$ cat src/rtl/alu_arbiter_pkg.sv
// Shared definitions for the two-requester ALU arbiter: FSM encoding and ALU function-code width.
package alu_arbiter_pkg;

    localparam int FN_W = 3;

    typedef enum logic [1:0] {
        IDLE = 2'd0,
        EXEC = 2'd1,
        HOLD = 2'd2
    } state_e;

endpackage

$ cat src/rtl/alu_arbiter_alu.sv
// 4-bit combinational ALU shared by the arbiter; function code F selects the operation.
module alu_arbiter_alu
    import alu_arbiter_pkg::*;
#(
    parameter int W = 4
) (
    input  logic [W-1:0]    A,
    input  logic [W-1:0]    B,
    input  logic [FN_W-1:0] F,
    output logic [W-1:0]    Y
);

    // 000 add, 001 sub, 010 and, 011 or, 100 xor, 101 not A, 110 A<<1, 111 signed A<B
    always_comb begin
        Y = '0;
        unique case (F)
            3'd0: Y = A + B;
            3'd1: Y = A - B;
            3'd2: Y = A & B;
            3'd3: Y = A | B;
            3'd4: Y = A ^ B;
            3'd5: Y = ~A;
            3'd6: Y = {A[W-2:0], 1'b0};
            3'd7: Y = {{(W-1){1'b0}}, ($signed(A) < $signed(B))};
            default: Y = '0;
        endcase
    end

endmodule

$ cat src/rtl/alu_arbiter.sv
// Round-robin arbiter sharing one ALU between two valid/ready requesters; results are tagged and held.
module alu_arbiter
    import alu_arbiter_pkg::*;
#(
    parameter int W     = 4,
    parameter int CNT_W = 8
) (
    input  logic             clk,
    input  logic             rst_n,
    input  logic             req0_valid,
    input  logic [W-1:0]     req0_a,
    input  logic [W-1:0]     req0_b,
    input  logic [FN_W-1:0]  req0_f,
    output logic             req0_ready,
    input  logic             req1_valid,
    input  logic [W-1:0]     req1_a,
    input  logic [W-1:0]     req1_b,
    input  logic [FN_W-1:0]  req1_f,
    output logic             req1_ready,
    output logic             res_valid,
    output logic [W-1:0]     res_y,
    output logic             res_id,
    input  logic             res_ready,
    output logic             busy,
    output logic [CNT_W-1:0] done_count
);

    state_e            state_q, state_d;
    logic [W-1:0]      op_a_q, op_a_d;
    logic [W-1:0]      op_b_q, op_b_d;
    logic [FN_W-1:0]   op_f_q, op_f_d;
    logic              gnt_id_q, gnt_id_d;
    logic              last_grant_q, last_grant_d;
    logic              res_valid_q, res_valid_d;
    logic [W-1:0]      res_y_q, res_y_d;
    logic              res_id_q, res_id_d;
    logic [CNT_W-1:0]  done_count_q, done_count_d;
    logic [W-1:0]      alu_y;
    logic              grant0, grant1;

    alu_arbiter_alu #(.W(W)) u_alu (
        .A (op_a_q),
        .B (op_b_q),
        .F (op_f_q),
        .Y (alu_y)
    );

    // On a tie the requester that did not win last time gets the grant.
    assign grant0 = req0_valid && (!req1_valid || last_grant_q);
    assign grant1 = req1_valid && (!req0_valid || !last_grant_q);

    assign req0_ready = rst_n && (state_q == IDLE) && grant0;
    assign req1_ready = rst_n && (state_q == IDLE) && grant1;
    assign res_valid  = rst_n && res_valid_q;
    assign res_y      = res_y_q;
    assign res_id     = res_id_q;
    assign busy       = (state_q != IDLE);
    assign done_count = done_count_q;

    // NOTE: every _d starts as its _q so paths that leave a register alone never infer a latch.
    always_comb begin
        state_d      = state_q;
        op_a_d       = op_a_q;
        op_b_d       = op_b_q;
        op_f_d       = op_f_q;
        gnt_id_d     = gnt_id_q;
        last_grant_d = last_grant_q;
        res_valid_d  = res_valid_q;
        res_y_d      = res_y_q;
        res_id_d     = res_id_q;
        done_count_d = done_count_q;

        unique case (state_q)
            IDLE: begin
                if (req0_ready || req1_ready) begin
                    op_a_d       = req1_ready ? req1_a : req0_a;
                    op_b_d       = req1_ready ? req1_b : req0_b;
                    op_f_d       = req1_ready ? req1_f : req0_f;
                    gnt_id_d     = req1_ready;
                    last_grant_d = req1_ready;
                    state_d      = EXEC;
                end
            end
            EXEC: begin
                res_y_d     = alu_y;
                res_id_d    = gnt_id_q;
                res_valid_d = 1'b1;
                state_d     = HOLD;
            end
            HOLD: begin
                if (res_ready) begin
                    res_valid_d  = 1'b0;
                    done_count_d = done_count_q + CNT_W'(1);
                    state_d      = IDLE;
                end
            end
            default: state_d = IDLE;
        endcase
    end

    // NOTE: state registers use non-blocking assignments so every flop samples pre-edge values.
    always_ff @(posedge clk) begin
        if (!rst_n) begin
            state_q      <= IDLE;
            op_a_q       <= '0;
            op_b_q       <= '0;
            op_f_q       <= '0;
            gnt_id_q     <= 1'b0;
            last_grant_q <= 1'b1;
            res_valid_q  <= 1'b0;
            res_y_q      <= '0;
            res_id_q     <= 1'b0;
            done_count_q <= '0;
        end else begin
            state_q      <= state_d;
            op_a_q       <= op_a_d;
            op_b_q       <= op_b_d;
            op_f_q       <= op_f_d;
            gnt_id_q     <= gnt_id_d;
            last_grant_q <= last_grant_d;
            res_valid_q  <= res_valid_d;
            res_y_q      <= res_y_d;
            res_id_q     <= res_id_d;
            done_count_q <= done_count_d;
        end
    end

endmodule

$ cat config.mk
export PLATFORM = sky130hd
export DESIGN_NAME = alu_arbiter
export DESIGN_NICKNAME = d
export VERILOG_FILES = /design/src/rtl/alu_arbiter_pkg.sv /design/src/rtl/alu_arbiter_alu.sv /design/src/rtl/alu_arbiter.sv
export SDC_FILE = /design/constraint.sdc
export NUM_CORES = 1
export LEC_CHECK = 0
export ABC_AREA = 1
export BUFFER_PORTS_ARGS = -buffer_cell sky130_fd_sc_hd__clkbuf_2
export CORE_MARGIN = 2
export CORE_UTILIZATION = 55
export DETAILED_ROUTE_END_ITERATION = 12
export PLACE_DENSITY = 0.88
export SETUP_SLACK_MARGIN = 0.3
export SYNTH_ARGS = -nofsm -noshare
export SYNTH_HDL_FRONTEND = slang
export SYNTH_HIERARCHICAL = 1
export SYNTH_SLANG_ARGS = --single-unit
$ cat constraint.sdc
create_clock -name clk -period 2.3 [get_ports clk]
set_input_delay 0.23 -clock clk [delete_from_list [all_inputs] [get_ports clk]]
set_output_delay 0.23 -clock clk [all_outputs]
set_load 0.01 [all_outputs]
==> results by group, run 1 <==
Run status
  • Status: finished clean

Synth
  • Syn avg cell area: 6.52 um^2
  • Most numerous cell in the Yosys netlist: nor2_1
  • Fraction of registers with async set/reset: 0%
  • Top cell type's share of synthesized area: approximately 28%
  • Yosys warns: 6
  • FF+latch count, synth: 29
  • Yosys cell types: 30
  • Synth area leaders: dfxtp_1 28%, nor2_1 12%, nand2_1 11%
  • Synthesized instance count: ~320
  • Seq/Total Area, Yosys: 28.1%
  • Mapped cell area: 2070 um^2
  • Top FF cell, synth: dfxtp_1
  • Area leader, netlist: dfxtp_1
  • Post-synth EDFFs: 0
  • Syn_nets: roughly 360
  • Synth top cells by count: 65 x nor2_1, 61 x nand2_1, 53 x inv_1

Clock tree
  • CTS hold repair buffers: 0
  • Total setup buffers inserted after CTS: 0
  • Clk Latency, worst-skew pair: 0.28 ns
  • H-tree depth: 2
  • CTS tree: done
  • Root Buffer: clkbuf_8
  • CTS Sinks: 29
  • Worst-path clk slew: 0.06 ns
  • CTS resizes: 0
  • Clk buf depth: 2
  • CTS Buf Count: 5

Setup path
  • Crit path max fanout: 4
  • Arrival @ worst endpoint: 1.99 ns
  • Worst EP required: 2.47 ns
  • CP Class: flop to flop
  • Element type at the critical path end: flop
  • Most frequent CP cell: nor2_1
  • Crit-path cells: inv_1, ha_1, fa_1, nor2_1, nor3_1, o21ai_0, nand4_1, nor2_1, nor2_1
  • CP max stage delay: approximately 0.40 ns
  • Startpoint Class: flop
  • Crit-path slowest cell: fa_1

STA
  • RSZ-0062 raised after global routing: false
  • Setup WS post-layout: about 0.48 ns
  • Endpoints failing setup: 0
  • Rel. slew slack: 73.5%
  • Setup Skew: 0.00779 ns
  • Final hold violations: 0
  • Worst slew pin tran: 0.396 ns
  • Period utilisation layout: between 70% and 80%
  • Hold WS: 0.237 ns
  • Total Neg Setup Slack: 0 ns
  • Fin crit period: 1.82 ns
  • Max frequency: 550 MHz
  • Final Max Slew Viols: 0

Finish
  • Reg area: 581 um^2
  • Non-Filler Instances: between 400 and 500
  • Area growth, synth to finish: 14.5%
  • Fillers: 334
  • Layout Nets: 402
  • Final Util: 65.2%
  • Area of the multi-input gates: 1210 um^2
  • Antenna cells: 0
  • Share of layout cells above drive strength 1: 19.1%

Floorplanning
  • Ports: 44
  • Die W: 65.3 um
  • Die Area: 4270 um^2
  • Initial Util: 56.9%
  • Core ar.: 3630 um^2
  • Die Ht: 65.3 um
  • Row count: 22

Pwr
  • Leakage: 1.24 nW
  • Max VDD drop: ~350 uV
  • Pwr Density: 582 nW/um^2

Drt
  • Drc violations: 0
  • Wire per inst: 10.7 um
  • Vias per cell: approximately 5.0
  • DR vias: 2031
  • First-pass detailed-route iteration total: 4
  • Detail Route Antenna Nets: 0
  • Post-Route WL: 4370 um
  • 1st-iter DRT viols: 97

Global route
  • Tot GR Track Use: around 22%
  • Initial antenna violation count: 0
  • Vias in the first global route: 1777
  • Global-route wire length before repair: roughly 7400 um
  • Global route overflow: 0
  • Largest net degree at the start of global routing: 26

Placed design
  • Input/output buffers: 43
  • Placed cell count: 401
  • Pre-CTS setup slack: 0.522 ns
  • RePlAce Congestion: roughly 0.92
  • Hpwl dp: 3370 um

Job
  • Max-cap viol count: 0

Worst hold path
  • HP Class: primary input to flop
-- cell usage in the layout (no fill, tap or decap), types with 3 or more instances in the layout --
cell / n
nand4_1: 5
nor3_2: 3
ha_1: 13
inv_1: 53
nand2_1: 61
dfxtp_1: 29
nand2_2: 3
clkbuf_2: 43
o21ai_1: 5
nand3_2: 3
nor2_1: 65
o21ai_0: 17
clkbuf_8: 5
a21oi_1: 11
nand3_1: 22
-- flip-flops by register name (all words and copies together) (netlist names) --
register / count
op_a_q: 4
done_count: 8
last_grant_q: 1
res_valid_q: 1
op_b_q: 4
state_q: 2
gnt_id_q: 1
res_id: 1
res_y: 4
op_f_q: 3
-- layer usage --
layer | GRT usage (%) | up-vias | wire length (um)
li1 | - | 1072 | -
met1 | 29.2 | 888 | 2050
met2 | 36.4 | 60 | 2020
met4 | 8.33 | 0 | 87
met3 | 3.25 | 11 | 215
met5 | 0 | - | 0
-- final timing paths --
path | start | end | slack [ns] | cells past startpoint
worst min-delay path | rst_n | last_grant_q$_SDFFE_PN1P_ | 0.24 | 2
worst min register to register | gnt_id_q$_SDFFE_PN0P_ | gnt_id_q$_SDFFE_PN0P_ | 0.47 | 2
worst max-delay path | op_a_q[0]$_SDFFE_PN0P_ | res_y[0]$_SDFFE_PN0P_ | 0.48 | 9
worst max register to register | op_a_q[0]$_SDFFE_PN0P_ | res_y[0]$_SDFFE_PN0P_ | 0.48 | 9
-- through the flow --
step / total power [mW] / area [um^2]
5_1_grt: 1.47 / 2370
4_1_cts: 1.38 / 2370
3_3_place_gp: 0.971 / 2280
3_5_place_dp: 0.978 / 2280
2_1_floorplan: 0.886 / 2070
6_report: 1.38 / 2370
-- power breakdown --
group / leakage [nW] / internal (mW) / switching (mW)
sequential: 0.238 / 0.543 / 0.0442
clock: 0.0439 / 0.208 / 0.200
combinational: 0.959 / 0.150 / 0.233
total: 1.24 / 0.901 / 0.477
-- layout make-up --
class	count	share of cell area (%)
Multi-Input combinational cell	225	51.0
Sequential cell	29	24.5
Timing Repair Buffer	45	9.72
Inverter	54	8.56
Clock buffer	5	2.91
Tap cell	48	2.54
Clock inverter	3	0.740
-- logic make-up after synthesis --
logic type / synth area share, %
DFF: 28.1
buffers and inverters: 13.5
AOI/OAI and AO/OA: 10.2
xor gates and xnor gates: 0.847
adders and majority gates: 9.80
and+or+nand+nor: 37.6
-- critical path: cells and delay by family, from the launching register on --
kind            cells  cell delay (ns)
compound gates      1             0.14
fa+ha+maj           2             0.63
simple gates        5             0.50
buf+inv             1             0.09
flops               1             0.37
(Power assumes the default switching activity.)
==> run 2, diff against run 1 <==
--- a/config.mk
+++ b/config.mk
@@ -8,9 +8,9 @@
 export ABC_AREA = 1
 export BUFFER_PORTS_ARGS = -buffer_cell sky130_fd_sc_hd__clkbuf_2
 export CORE_MARGIN = 2
-export CORE_UTILIZATION = 55
+export CORE_UTILIZATION = 49
 export DETAILED_ROUTE_END_ITERATION = 12
-export PLACE_DENSITY = 0.88
+export PLACE_DENSITY = 0.84
 export SETUP_SLACK_MARGIN = 0.3
 export SYNTH_ARGS = -nofsm -noshare
 export SYNTH_HDL_FRONTEND = slang
==> constraint.sdc (replaced) <==
create_clock -name clk -period 1.48 [get_ports clk]
set_input_delay 0.148 -clock clk [delete_from_list [all_inputs] [get_ports clk]]
set_output_delay 0.148 -clock clk [all_outputs]
set_load 0.01 [all_outputs]
==> results by group, run 2 (synthesis results as in run 1) <==
Run status
  • Status: finished with violations
  • Failing checks: setup timing

Setup path
  • Reg2reg path depth: 8
  • CP Buf/Inv Count: 1
  • Worst Setup SP: op_a_q[0]$_SDFFE_PN0P_
  • Crit path max fanout: 3
  • Element type at the critical path end: flop
  • Arrival @ worst endpoint: ~1.9 ns
  • FF-to-FF Start: op_a_q[0]$_SDFFE_PN0P_
  • Startpoint Class: flop
  • Most frequent CP cell: nor2_1
  • Delay-heaviest family, CP: adder cells
  • Crit path to: res_y[1]$_SDFFE_PN0P_
  • Crit-path slowest cell: fa_2
  • Worst EP required: 1.65 ns
  • CP Class: flop to flop
  • CP max stage delay: 0.54 ns
  • CP Depth: 8
  • FF-to-FF End: res_y[1]$_SDFFE_PN0P_
  • Reg2reg setup slack: -0.21 ns
  • Crit-path cells: inv_2, ha_4, fa_2, a21oi_2, a21oi_1, a21boi_1, nor2_1, nor2_1

Floorplanning
  • Die W: 69.0 um
  • Initial Util: between 50% and 60%
  • Ports: 44
  • Die Area: about 4800 um^2
  • Core ar.: 4030 um^2
  • Die Ht: 69.0 um
  • Row count: 23

Pwr
  • Switching power: 0.873 mW
  • Clk pwr share: about a third
  • Design Power: 2.72 mW
  • Leakage: 1.50 nW
  • Gate power share: 34.7%
  • Int Power: 1.85 mW
  • Switching share of power: 32.1%
  • Sequential power share: 33.6%
  • Max VDD drop: approximately 590 uV
  • Pwr Density: 932 nW/um^2

Global route
  • Initial antenna violation count: 0
  • Tot GR Track Use: 24.8%
  • Global route overflow: 0
  • Largest net degree at the start of global routing: 27
  • Global-route wire length before repair: just under 9000 um
  • Vias in the first global route: between 1500 and 2000

STA
  • RSZ-0062 raised after global routing: true
  • Setup Skew: around 0.0060 ns
  • Worst slew pin tran: about 0.27 ns
  • Rel. slew slack: around 80%
  • Fin crit period: 1.69 ns
  • Total Neg Setup Slack: -0.353 ns
  • Setup WS post-layout: -0.205 ns
  • Final Max Slew Viols: 0
  • Final hold violations: 0
  • Period utilisation layout: 114%
  • Max frequency: 593 MHz
  • Endpoints failing setup: 3
  • Hold WS: 0.188 ns

Drt
  • DR vias: 2273
  • Wire per inst: 12.9 um
  • Drc violations: 0
  • Vias per cell: around 5.0
  • Post-Route WL: 5810 um
  • 1st-iter DRT viols: 195
  • Detail Route Antenna Nets: 0
  • First-pass detailed-route iteration total: 4

Finish
  • Commonest cells after routing, fill and taps aside: 62 x nor2_1, 61 x nand2_1, 44 x inv_1
  • Antenna cells: 0
  • Finished Cell Area: 2920 um^2
  • Non-Filler Instances: ~450
  • Max reg flops: 8
  • Area growth, synth to finish: 41.2%
  • Layout Nets: 442
  • Commonest non-fill, non-tap cell in the layout: nor2_1
  • Final Util: 72.5%
  • Share of layout cells above drive strength 1: 35.9%

Job
  • Max-cap viol count: 0

Placed design
  • Input/output buffers: 43
  • Placed cell count: 425
  • Hpwl dp: 3740 um
  • Placement Cell Area: 2510 um^2
  • RePlAce Congestion: 0.899
  • Pre-CTS setup slack: -0.0883 ns

Clock tree
  • Clk buf depth: 2
  • H-tree depth: 2
  • Root Buffer: clkbuf_8
  • CTS Sinks: 29
  • CTS tree: done
  • CTS Buf Count: 5
  • Worst-path clk slew: 0.07 ns
  • Clk Latency, worst-skew pair: ~0.28 ns
  • CTS hold repair buffers: 0

Worst hold path
  • HP Class: primary input to flop
-- run 2: routing by layer --
metal	wire [um]	part of all wire [%]	up-vias	track usage, %
met5	0	0	-	0
met4	136	2.3	0	11.8
met3	302	5.2	14	3.90
met2	2910	50	88	42.7
met1	2460	42	1015	30.1
li1	-	-	1156	-
-- run 2: worst min path at each step --
stage	startpoint	end	slack (ns)	cells after the start
final	req0_f[1]	op_f_q[1]$_SDFFE_PN0P_	0.19	5
after global routing	req0_f[2]	op_f_q[2]$_SDFFE_PN0P_	0.21	5
after CTS	res_ready	state_q[1]$_SDFFE_PN0P_	0.17	3
after detailed placement	res_ready	state_q[1]$_SDFFE_PN0P_	0.46	3
after global placement	res_ready	state_q[1]$_SDFFE_PN0P_	0.45	3
after floorplan	res_ready	state_q[1]$_SDFFE_PN0P_	0.33	2
-- run 2: repair_timing --
item	CTS	global route
resized for setup	16	24
setup buffers	7	10
pin swaps	11	13
gates cloned	1	0
setup endpoints to repair	23	25
-- run 2: tightest hold or removal path, stage by stage --
cell and delay (ns):
clkbuf_2 0.08, o21ai_1 0.05, nand2_1 0.05, nor2_1 0.03, nor2_1 0.07
-- run 2: layout make-up --
type	instances	area, um^2
fillers	308	1110
flip-flops and latches	29	598
repair buffers	85	601
inverters	54	208
clock inverters	1	30.0
well taps	50	62.6
clock buffers	7	86.3
multi-input cells	225	1340
-- run 2: power groups by stage --
stage                     clock (mW)  sequential, mW  combinational [mW]
after floorplan                    0           0.929               0.478
after global placement             0           0.916               0.753
after detailed placement           0           0.920               0.765
after CTS                      0.868           0.906               0.850
after global routing           0.896           0.923                1.05
final                          0.861           0.915               0.945
